<file path="config.mk">
export PLATFORM = sky130hd
export DESIGN_NAME = eth_rx_flat
export DESIGN_NICKNAME = d
export VERILOG_FILES = /design/src/rtl/eth_rx_pkg.sv /design/src/rtl/eth_rx_if.sv /design/src/rtl/eth_crc_gen.sv /design/src/rtl/eth_rx.sv /design/src/flat_wrapper.sv
export SDC_FILE = /design/constraint.sdc
export NUM_CORES = 1
export LEC_CHECK = 0
export ABC_AREA = 1
export CAP_MARGIN = 20
export CELL_PAD_IN_SITES_DETAIL_PLACEMENT = 0
export CELL_PAD_IN_SITES_GLOBAL_PLACEMENT = 1
export CORE_UTILIZATION = 46
export CTS_CLUSTER_SIZE = 8
export DETAILED_ROUTE_END_ITERATION = 12
export GPL_TIMING_DRIVEN = 1
export MAX_ROUTING_LAYER = met4
export PLACE_DENSITY_LB_ADDON = 0.1
export SLEW_MARGIN = 20
export SYNTH_ARGS = -nofsm -noshare
export SYNTH_HDL_FRONTEND = slang
export SYNTH_SLANG_ARGS = --single-unit
</file>
<file path="constraint.sdc">
create_clock -name Clk -period 5.3 [get_ports Clk]
set_input_delay 0.53 -clock Clk [delete_from_list [all_inputs] [get_ports Clk]]
set_output_delay 0.53 -clock Clk [all_outputs]
set_load 0.02 [all_outputs]
</file>
<file path="src/rtl/eth_rx_pkg.sv">
// Shared encodings and constants for the RMII receive path, plus the
// byte-wise reflected CRC-32 step used by the FCS checker.
package eth_rx_pkg;

  typedef enum logic [2:0] {
    ST_IDLE     = 3'd0,
    ST_PREAMBLE = 3'd1,
    ST_HEADER   = 3'd2,
    ST_DATA     = 3'd3,
    ST_DROP     = 3'd4,
    ST_DONE     = 3'd5
  } rx_state_t;

  localparam int          pMII_WIDTH      = 2;
  localparam logic [31:0] pCRC_INIT       = 32'hFFFFFFFF;
  localparam logic [31:0] pCRC_POLY       = 32'hEDB88320;
  localparam logic [31:0] pCRC_RESIDUE    = 32'hDEBB20E3;
  localparam logic [10:0] pMIN_FRAME      = 11'd64;
  localparam logic [10:0] pMAX_FRAME      = 11'd1518;
  localparam logic [10:0] pBYTE_CNT_MAX   = 11'h7FF;
  localparam logic [10:0] pOFS_DEST_FIRST = 11'd0;
  localparam logic [10:0] pOFS_DEST_LAST  = 11'd5;
  localparam logic [10:0] pOFS_LEN_HI     = 11'd12;
  localparam logic [10:0] pOFS_LEN_LO     = 11'd13;
  localparam logic [1:0]  pDIBIT_PRE      = 2'b01;
  localparam logic [1:0]  pDIBIT_SFD      = 2'b11;
  localparam logic [5:0]  pPRE_CNT_MAX    = 6'h3F;

  // One byte through the reflected CRC-32, LSB first; no final inversion.
  function automatic logic [31:0] crc32_byte(input logic [31:0] crc, input logic [7:0] data);
    logic [31:0] c;
    c = crc;
    for (int i = 0; i < 8; i++) begin
      c = (c[0] ^ data[i]) ? ((c >> 1) ^ pCRC_POLY) : (c >> 1);
    end
    return c;
  endfunction

endpackage

</file>
<file path="src/rtl/eth_rx_if.sv">
// RMII receive pins in, payload stream and frame status out.
interface eth_rx_if;

  logic [eth_rx_pkg::pMII_WIDTH-1:0] Rxd;
  logic                              Crs_Dv;
  logic [7:0]                        Rx_Byte;
  logic                              Rx_Byte_Valid;
  logic [15:0]                       Rx_Len_Type;
  logic                              Rx_Pkt_Done;
  logic                              Rx_Pkt_Err;

  modport master (
    input  Rxd, Crs_Dv,
    output Rx_Byte, Rx_Byte_Valid, Rx_Len_Type, Rx_Pkt_Done, Rx_Pkt_Err
  );

  modport slave (
    output Rxd, Crs_Dv,
    input  Rx_Byte, Rx_Byte_Valid, Rx_Len_Type, Rx_Pkt_Done, Rx_Pkt_Err
  );

endinterface

</file>
<file path="src/rtl/eth_crc_gen.sv">
// Byte-serial Ethernet CRC-32 register, shared by the transmit and receive paths.
module eth_crc_gen
  import eth_rx_pkg::*;
(
  input  logic        Clk,
  input  logic        Rst,
  input  logic        Crc_Init,
  input  logic        Crc_Req,
  input  logic        Byte_Rdy,
  input  logic [7:0]  Data_In,
  output logic [31:0] Crc_Out
);

  always_ff @(posedge Clk) begin
    if (Rst || Crc_Init) begin
      Crc_Out <= pCRC_INIT;
    end else if (Crc_Req && Byte_Rdy) begin
      Crc_Out <= crc32_byte(Crc_Out, Data_In);
    end
  end

endmodule

</file>
<file path="src/rtl/eth_rx.sv">
// RMII receive datapath: preamble/SFD hunt, destination filter, header strip,
// 4-byte FCS holdback and end-of-frame status reporting.
//
// state    | meaning
// IDLE     | carrier off, CRC held at init
// PREAMBLE | counting 01 dibits, waiting for SFD
// HEADER   | bytes 0-13: address filter, length/type capture
// DATA     | payload through the 4-byte delay line
// DROP     | frame rejected, wait for carrier off
// DONE     | one-cycle status pulse
module eth_rx
  import eth_rx_pkg::*;
#(
  parameter logic [47:0] pMAC_ADDR       = 48'h020000000001,
  parameter bit          pPROMISC        = 1'b0,
  parameter int unsigned pMIN_PRE_DIBITS = 8
) (
  input logic      Clk,
  input logic      Rst,
  eth_rx_if.master rx
);

  localparam logic [5:0] MIN_PRE = 6'(pMIN_PRE_DIBITS);

  rx_state_t   state, state_nxt;
  logic [1:0]  rxd_q;
  logic        crs_q;
  logic [5:0]  pre_cnt;
  logic [1:0]  dib_cnt;
  logic [7:0]  sr;
  logic [10:0] byte_cnt;
  logic        match_uc, match_bc, addr_ok;
  logic [15:0] len_q;
  logic [7:0]  dl [4];
  logic [2:0]  dl_cnt;

  logic        in_frame, byte_done, crc_init;
  logic [7:0]  byte_new, mac_byte;
  logic        uc_nxt, bc_nxt, addr_hit, frame_err;
  logic [31:0] crc;

  assign in_frame  = (state == ST_HEADER) || (state == ST_DATA);
  assign byte_done = in_frame && crs_q && (dib_cnt == 2'd3);
  assign byte_new  = {rxd_q, sr[7:2]};
  assign crc_init  = (state == ST_IDLE);

  always_comb begin
    mac_byte = 8'h00;
    case (byte_cnt[2:0])
      3'd0:    mac_byte = pMAC_ADDR[47:40];
      3'd1:    mac_byte = pMAC_ADDR[39:32];
      3'd2:    mac_byte = pMAC_ADDR[31:24];
      3'd3:    mac_byte = pMAC_ADDR[23:16];
      3'd4:    mac_byte = pMAC_ADDR[15:8];
      3'd5:    mac_byte = pMAC_ADDR[7:0];
      default: mac_byte = 8'h00;
    endcase
  end

  // Running match flags; byte 0 seeds them, later bytes can only clear them.
  always_comb begin
    uc_nxt   = (byte_new == mac_byte) && ((byte_cnt == pOFS_DEST_FIRST) || match_uc);
    bc_nxt   = (byte_new == 8'hFF)    && ((byte_cnt == pOFS_DEST_FIRST) || match_bc);
    addr_hit = uc_nxt || bc_nxt || pPROMISC;
  end

  assign frame_err = (state == ST_HEADER)
                  || (crc != pCRC_RESIDUE)
                  || (byte_cnt < pMIN_FRAME)
                  || (byte_cnt > pMAX_FRAME)
                  || (dib_cnt != 2'd0);

  eth_crc_gen u_crc (
    .Clk      (Clk),
    .Rst      (Rst),
    .Crc_Init (crc_init),
    .Crc_Req  (in_frame),
    .Byte_Rdy (byte_done),
    .Data_In  (byte_new),
    .Crc_Out  (crc)
  );

  always_ff @(posedge Clk) begin
    if (Rst) begin
      state <= ST_IDLE;
    end else begin
      state <= state_nxt;
    end
  end

  always_comb begin
    state_nxt = state;
    case (state)
      ST_IDLE: begin
        if (crs_q) state_nxt = ST_PREAMBLE;
      end
      ST_PREAMBLE: begin
        if (!crs_q) begin
          state_nxt = ST_IDLE;
        end else if (rxd_q == pDIBIT_SFD) begin
          state_nxt = (pre_cnt >= MIN_PRE) ? ST_HEADER : ST_DROP;
        end else if (rxd_q == pDIBIT_PRE) begin
          state_nxt = ST_PREAMBLE;
        end else if ((rxd_q == 2'b00) && (pre_cnt == 6'd0)) begin
          state_nxt = ST_PREAMBLE;
        end else begin
          state_nxt = ST_DROP;
        end
      end
      ST_HEADER: begin
        if (!crs_q) begin
          state_nxt = addr_ok ? ST_DONE : ST_DROP;
        end else if (byte_done && (byte_cnt == pOFS_DEST_LAST) && !addr_hit) begin
          state_nxt = ST_DROP;
        end else if (byte_done && (byte_cnt == pOFS_LEN_LO)) begin
          state_nxt = ST_DATA;
        end
      end
      ST_DATA: begin
        if (!crs_q) state_nxt = ST_DONE;
      end
      ST_DROP: begin
        if (!crs_q) state_nxt = ST_IDLE;
      end
      ST_DONE: begin
        state_nxt = ST_IDLE;
      end
      default: state_nxt = ST_IDLE;
    endcase
  end

  always_ff @(posedge Clk) begin
    if (Rst) begin
      rxd_q            <= '0;
      crs_q            <= 1'b0;
      pre_cnt          <= '0;
      dib_cnt          <= '0;
      sr               <= '0;
      byte_cnt         <= '0;
      match_uc         <= 1'b0;
      match_bc         <= 1'b0;
      addr_ok          <= 1'b0;
      len_q            <= '0;
      dl_cnt           <= '0;
      for (int i = 0; i < 4; i++) dl[i] <= '0;
      rx.Rx_Byte       <= '0;
      rx.Rx_Byte_Valid <= 1'b0;
      rx.Rx_Len_Type   <= '0;
      rx.Rx_Pkt_Done   <= 1'b0;
      rx.Rx_Pkt_Err    <= 1'b0;
    end else begin
      rxd_q            <= rx.Rxd;
      crs_q            <= rx.Crs_Dv;
      rx.Rx_Byte_Valid <= 1'b0;
      rx.Rx_Pkt_Done   <= 1'b0;
      rx.Rx_Pkt_Err    <= 1'b0;

      case (state)
        ST_IDLE: begin
          pre_cnt <= (crs_q && (rxd_q == pDIBIT_PRE)) ? 6'd1 : 6'd0;
        end
        ST_PREAMBLE: begin
          if ((rxd_q == pDIBIT_PRE) && (pre_cnt != pPRE_CNT_MAX)) pre_cnt <= pre_cnt + 6'd1;
          dib_cnt  <= '0;
          byte_cnt <= '0;
          dl_cnt   <= '0;
          addr_ok  <= 1'b0;
          len_q    <= '0;
        end
        ST_HEADER, ST_DATA: begin
          if (crs_q) begin
            sr      <= byte_new;
            dib_cnt <= dib_cnt + 2'd1;
          end
          if (byte_done) begin
            if (byte_cnt != pBYTE_CNT_MAX) byte_cnt <= byte_cnt + 11'd1;
            if (state == ST_HEADER) begin
              if (byte_cnt <= pOFS_DEST_LAST) begin
                match_uc <= uc_nxt;
                match_bc <= bc_nxt;
              end
              if (byte_cnt == pOFS_DEST_LAST) addr_ok <= addr_hit;
              if (byte_cnt == pOFS_LEN_HI) len_q[15:8] <= byte_new;
              if (byte_cnt == pOFS_LEN_LO) len_q[7:0] <= byte_new;
            end else begin
              // Four bytes of holdback means the FCS never reaches the output.
              dl[0] <= byte_new;
              dl[1] <= dl[0];
              dl[2] <= dl[1];
              dl[3] <= dl[2];
              if (dl_cnt == 3'd4) begin
                rx.Rx_Byte       <= dl[3];
                rx.Rx_Byte_Valid <= 1'b1;
              end else begin
                dl_cnt <= dl_cnt + 3'd1;
              end
            end
          end
        end
        default: ;
      endcase

      if (state_nxt == ST_DONE) begin
        rx.Rx_Pkt_Done <= 1'b1;
        rx.Rx_Pkt_Err  <= frame_err;
        rx.Rx_Len_Type <= len_q;
      end
    end
  end

endmodule

</file>
<file path="src/flat_wrapper.sv">
// flat-port wrapper written by rule: the top's interface ports become plain ports
module eth_rx_flat import eth_rx_pkg::*;
#(
  parameter logic [47:0] pMAC_ADDR       = 48'h020000000001,
  parameter bit          pPROMISC        = 1'b0,
  parameter int unsigned pMIN_PRE_DIBITS = 8
)
  (Clk, Rst, rx_Rxd, rx_Crs_Dv, rx_Rx_Byte, rx_Rx_Byte_Valid, rx_Rx_Len_Type, rx_Rx_Pkt_Done, rx_Rx_Pkt_Err);
  eth_rx_if rx_i ();
  input logic Clk;
  input logic Rst;
  input wire logic [$bits(rx_i.Rxd)-1:0] rx_Rxd;
  input wire logic [$bits(rx_i.Crs_Dv)-1:0] rx_Crs_Dv;
  output wire logic [$bits(rx_i.Rx_Byte)-1:0] rx_Rx_Byte;
  output wire logic [$bits(rx_i.Rx_Byte_Valid)-1:0] rx_Rx_Byte_Valid;
  output wire logic [$bits(rx_i.Rx_Len_Type)-1:0] rx_Rx_Len_Type;
  output wire logic [$bits(rx_i.Rx_Pkt_Done)-1:0] rx_Rx_Pkt_Done;
  output wire logic [$bits(rx_i.Rx_Pkt_Err)-1:0] rx_Rx_Pkt_Err;
  assign rx_i.Rxd = rx_Rxd;
  assign rx_i.Crs_Dv = rx_Crs_Dv;
  assign rx_Rx_Byte = rx_i.Rx_Byte;
  assign rx_Rx_Byte_Valid = rx_i.Rx_Byte_Valid;
  assign rx_Rx_Len_Type = rx_i.Rx_Len_Type;
  assign rx_Rx_Pkt_Done = rx_i.Rx_Pkt_Done;
  assign rx_Rx_Pkt_Err = rx_i.Rx_Pkt_Err;
  eth_rx #(.pMAC_ADDR(pMAC_ADDR), .pPROMISC(pPROMISC), .pMIN_PRE_DIBITS(pMIN_PRE_DIBITS)) u_core (.Clk(Clk), .Rst(Rst), .rx(rx_i));
endmodule
</file>
# Word level (Yosys, flattened, before mapping)

Memories as Yosys holds them, arrays and structs flattened. A register that Yosys moved wholly into a read port is not among the register bits.
Cells that the tools add are included.

RAM bits: 32
Flip-flop bits (word level): 106
Memories: 1
Word-level logic and storage cells: 177

Multiplexer cells: 56
Reduce and logical (&&, ||, !) cells: 42
$add $sub $neg: 4
Eq/ne operators: 28
Order comparisons: 4
Bitwise gates (word level): 24

Memories:

| name      | words | bits a word | rd ports | clocked after memory_dff | wr ports | RTL line     | source |
|---|---|---|---|---|---|---|---|
| u_core.dl | 4     | 8           | 4        | 1                        | 4        | eth_rx.sv:34 | `logic [7:0] dl [4];` |

Operator list:

| cell                                                  | count |
|---|---|
| two-way mux 32 bit                                    | 8 |
| NOT 13 -> 14 bit                                      | 8 |
| two-way mux 8 bit                                     | 6 |
| two-way mux 3 bit                                     | 14 |
| two-way mux 16 bit                                    | 2 |
| != test 32 bit, second input constant                 | 1 |
| case mux 16 bit (2 select lines)                      | 1 |
| AND reduction 4 bit                                   | 6 |
| equality test 11 x 4 -> 1 bit, second input constant  | 2 |
| two-way mux 11 bit                                    | 2 |
| case mux 11 bit (2 select lines)                      | 1 |
| != test 2 x 1 -> 1 bit, second input constant         | 8 |
| case mux 3 bit (5 select lines)                       | 1 |
| two-way mux 1 bit                                     | 14 |
| equality test 3 bit, second input constant            | 4 |
| case mux 6 bit (2 select lines)                       | 1 |
| adder 11 x 1 -> 11 bit, second input constant         | 1 |
| equality test 11 x 3 -> 1 bit, second input constant  | 1 |
| greater-than comparator 11 bit, second input constant | 1 |
| <= comparator 11 x 3 -> 1 bit, second input constant  | 1 |
| logical AND 1 bit                                     | 11 |
| zero test 11 bit                                      | 1 |
| < comparator 11 x 7 -> 1 bit, second input constant   | 1 |
| != test 11 bit, second input constant                 | 1 |
| 30 further kinds                                      | 61 |

# Logic depth before layout (Yosys ltp)

Word-level depth: 16
Gate-level depth with buffers: 17
Gate-level depth less buffers: 16

# By module

From an unflattened synthesis, not the netlist that was laid out.

Cell total of the unflattened synthesis: 982
Area, all modules: 7,561.0 um^2

Modules (own cells, without submodules):

| module      | sequential area each (um^2) | area an instance (um^2) | instances | cells an instance |
|---|---|---|---|---|
| eth_rx      | 2,562.5                     | 5,185.0                 | 1         | 637 |
| eth_crc_gen | 640.6                       | 2,376.0                 | 1         | 345 |

# Worst setup path before layout

Ideal clock, no wire load.

Path type: register to register
Start: register u_core.crs_q
End: memory u_core.dl[0][0] (enable)
Required time: 4,834 ps
Library setup time: 466 ps
Setup slack: 1,586 ps
Arrival time: 3,249 ps
Clock period less this slack: 3,714 ps
Path buffers: 2
Stages on the path, launching flop included: 7
Cells stage by stage: dfxtp_1 > buf_4 > inv_2 > nor2_8 > nand2_4 > clkbuf_1 > o21ai_0

RTL lines:

| element                  | RTL line      | source |
|---|---|---|
| start: declaration       | eth_rx.sv:27  | `logic crs_q;` |
| start signal: assignment | eth_rx.sv:153 | `crs_q <= rx.Crs_Dv;` |
| end: declaration         | eth_rx.sv:34  |  |

# Worst setup path after layout

Start: input Rst
End: register u_core.u_crc.Crc_Out[8]

Longest elaborated chain between the ends: 1

RTL lines:

| element                | RTL line           | source |
|---|---|---|
| start: declaration     | flat_wrapper.sv:11 | `input logic Rst;` |
| logical OR 1 bit       | eth_crc_gen.sv:15  | `if (Rst \|\| Crc_Init) begin` |
| end signal: assignment | eth_crc_gen.sv:16  | `Crc_Out <= pCRC_INIT;` |
| end signal: assignment | eth_crc_gen.sv:18  | `Crc_Out <= crc32_byte(Crc_Out, Data_In);` |
| end: declaration       | eth_crc_gen.sv:11  | `output logic [31:0] Crc_Out` |

Every way passes these cells.
A chain may end at the register's enable or synchronous reset.

==> reports/metrics.csv <==
metric;value;unit
status;complete, no violations;
hp-class;flip-flop to flip-flop;
path_max_fanout;26;
fmax;339;MHz
initial_utilization;0.476;
synth_cells;870;
cts_setup_buffers;0;
max_cap_viol_count;0;
cp-start-kind;input pin;
cts_buffers;17;
tightest_slew;818;ps
yosys_warnings;0;
avgSynthCellArea;8.01;µm²
reg2regPathDepth;7;
path_clk_slew;60;ps
dr_total_vias;5667;
die_h;125;µm
dr.pass1.iters;7;
clk_latency;420;ps
dp_hpwl;11.1;mm
design.die.area;15600;µm²
grt.overflow.total;0;
cts.path.max_buffers;2;
synth-edff-count;32;
synth_nets;884;
finalSetupViolCount;0;
post-route-period-util;0.557;
synth_area_leaders;dfxtp_1, edfxtp_1, nand2_1;
avgRoutedWirePerCell;14.6;µm
io_buffers;31;
diodes;0;
grt_antenna_before_repair;0;
grt_pass1_vias;5377;
crit_type;input pin to flip-flop;
holdPathStages;2;
grt_first_pass_wirelength;26.6;mm
grt_setup_unrepaired;false;
end_kind;flip-flop;
r2r-start;u_core.state[2];
instances_no_fill;1089;
peakVddDrop;206;µV
drt-vias-per-instance;5.20;
hold_viol;0;
route.detailed.drc;0;
setup_tns;0;ps
area_delta_synth_final;14.6;%
cts_root_buffer;clkbuf_16;
place_congestion;0.880;
async_flop_share;0;
multi_input_area;3150;µm²
routed_wl;15.9;mm
drtIter0Drc;384;
holdBufCountCts;0;
reg2reg_to;u_core.u_crc.Crc_Out[8];
core_area;14600;µm²
ys_ff_latch;144;
nets;906;
drtAntennaViolNets;0;
layout-drive-gt1-share;0.0840;
relSlewSlack;0.450;
crit_arrival;3230;ps
power.density;317;nW/µm²
row_count;44;
ios;32;
leakagePower;3.16;nW
min_from;u_core.len_q[12];
worstPathRequired;5580;ps
fillers;1402;
yosysTopAreaCell;dfxtp_1;
cts_htree_levels;4;
die_w;125;µm
cts_tree;done;
register_area;3200;µm²
min_to;u_core.len_q[12];
seq_area_frac_synth;0.460;
clock_sinks;144;
synth_top_area_frac;0.322;
grtUsageTotal;0.220;
final.setup_skew;8.88;ps
rrSetupSlack;2390;ps
syn_area;6970;µm²
final_core_util;0.545;
drv_slew;0;
synth_cell_types;43;
grt_max_degree;44;
cts_resized;0;
dp.cells;1057;
min_period;2950;ps
synthFlopType;dfxtp_1;
[metal layers]
metal | vias up | share of wire | track usage
li1 | 2875 | - | -
met1 | 2660 | 0.46 | 0.266
met2 | 107 | 0.49 | 0.366
met3 | 25 | 0.031 | 0.0394
met4 | 0 | 0.019 | 0.0846
met5 | - | 0 | -
[final cells by class]
cell class,instances,area share
Clock buffer,20,0.0559
Clock inverter,12,0.0205
Inverter,117,0.0550
Multi-Input combinational cell,576,0.395
Sequential cell,144,0.401
Tap cell,184,0.0288
Timing Repair Buffer,36,0.0436
[how the worst max path moves through the flow]
stage                          startpoint                      end  slack, ps  cells after the start
final                                 Rst  u_core.u_crc.Crc_Out[8]       2350                      6
after floorplan              u_core.crs_q          u_core.dl[0][0]       1590                      6
after global placement                Rst  u_core.u_crc.Crc_Out[9]       2050                      5
after global routing      u_core.state[2]  u_core.u_crc.Crc_Out[8]       2150                      7
after CTS                             Rst  u_core.u_crc.Crc_Out[8]       2410                      6
after detailed placement              Rst  u_core.u_crc.Crc_Out[8]       1960                      6
[critical path, stage by stage]
cell	delay [ps]
clkdlybuf4s50_1	400
buf_4	230
nor2_1	620
clkinv_1	880
a21oi_1	410
o211ai_1	140
[placed cells by master (no fill, tap or decap), drive strengths merged, types with 3 or more instances in the layout]
cell type	count
a211oi	12
a21oi	88
a31oi	3
buf	5
bufinv	4
clkbuf	20
clkdlybuf4s50	31
clkinv	7
dfxtp	112
edfxtp	32
ha	9
inv	117
nand2	130
nand3	48
nand4	7
nor2	121
nor3	14
nor4	4
o211ai	16
o21ai	54
or2	5
xnor2	22
xor2	38
[registers in the layout, indices dropped and copies added, names as in the netlist, 2 cells and up]
signal                 count
u_core.dl_cnt              3
u_core.dib_cnt             2
u_core.dl                 32
u_core.rx.Rx_Len_Type     16
u_core.len_q              16
u_core.u_crc.Crc_Out      32
u_core.rxd_q               2
u_core.byte_cnt           11
u_core.pre_cnt             6
u_core.rx.Rx_Byte          8
u_core.state               3
u_core.sr                  6
[cells by family after synthesis]
kind of cell	count (synthesis)	share of synthesized area
adder cells (fa/ha/maj)	9	0.0162
AO/OA/AOI/OAI	177	0.140
buffers and inverters	150	0.0880
XOR/XNOR	60	0.0867
flip-flops	144	0.460
AND/OR/NAND/NOR	330	0.209
[per-stage QoR]
stage	worst slack [ps]	power (mW)	hold WS [ps]	cell area, µm²
4_1_cts	2410	2.55	457	7990
3_3_place_gp	2050	1.30	438	7370
6_report	2350	2.53	453	7990
2_1_floorplan	1590	1.27	422	6970
5_1_grt	2150	2.62	480	7990
3_5_place_dp	1960	1.30	449	7370
[where the power goes]
group	total [mW]	switching, mW	internal, mW
sequential	1.16	0.0130	1.14
clock	1.25	0.455	0.795
combinational	0.122	0.0829	0.0388
total	2.53	0.551	1.98
[cells in the mapped netlist (all sizes together) (3+ instances only)]
library cell / number
nand2: 130
nor2: 121
inv: 116
dfxtp: 112
a21oi: 88
o21ai: 54
nand3: 48
xor2: 38
edfxtp: 32
xnor2: 22
buf: 17
clkbuf: 16
o211ai: 16
nor3: 14
a211oi: 12
ha: 9
nand4: 7
or2: 5
nor4: 4
a31oi: 3
Power figures use the tool's default switching activity.
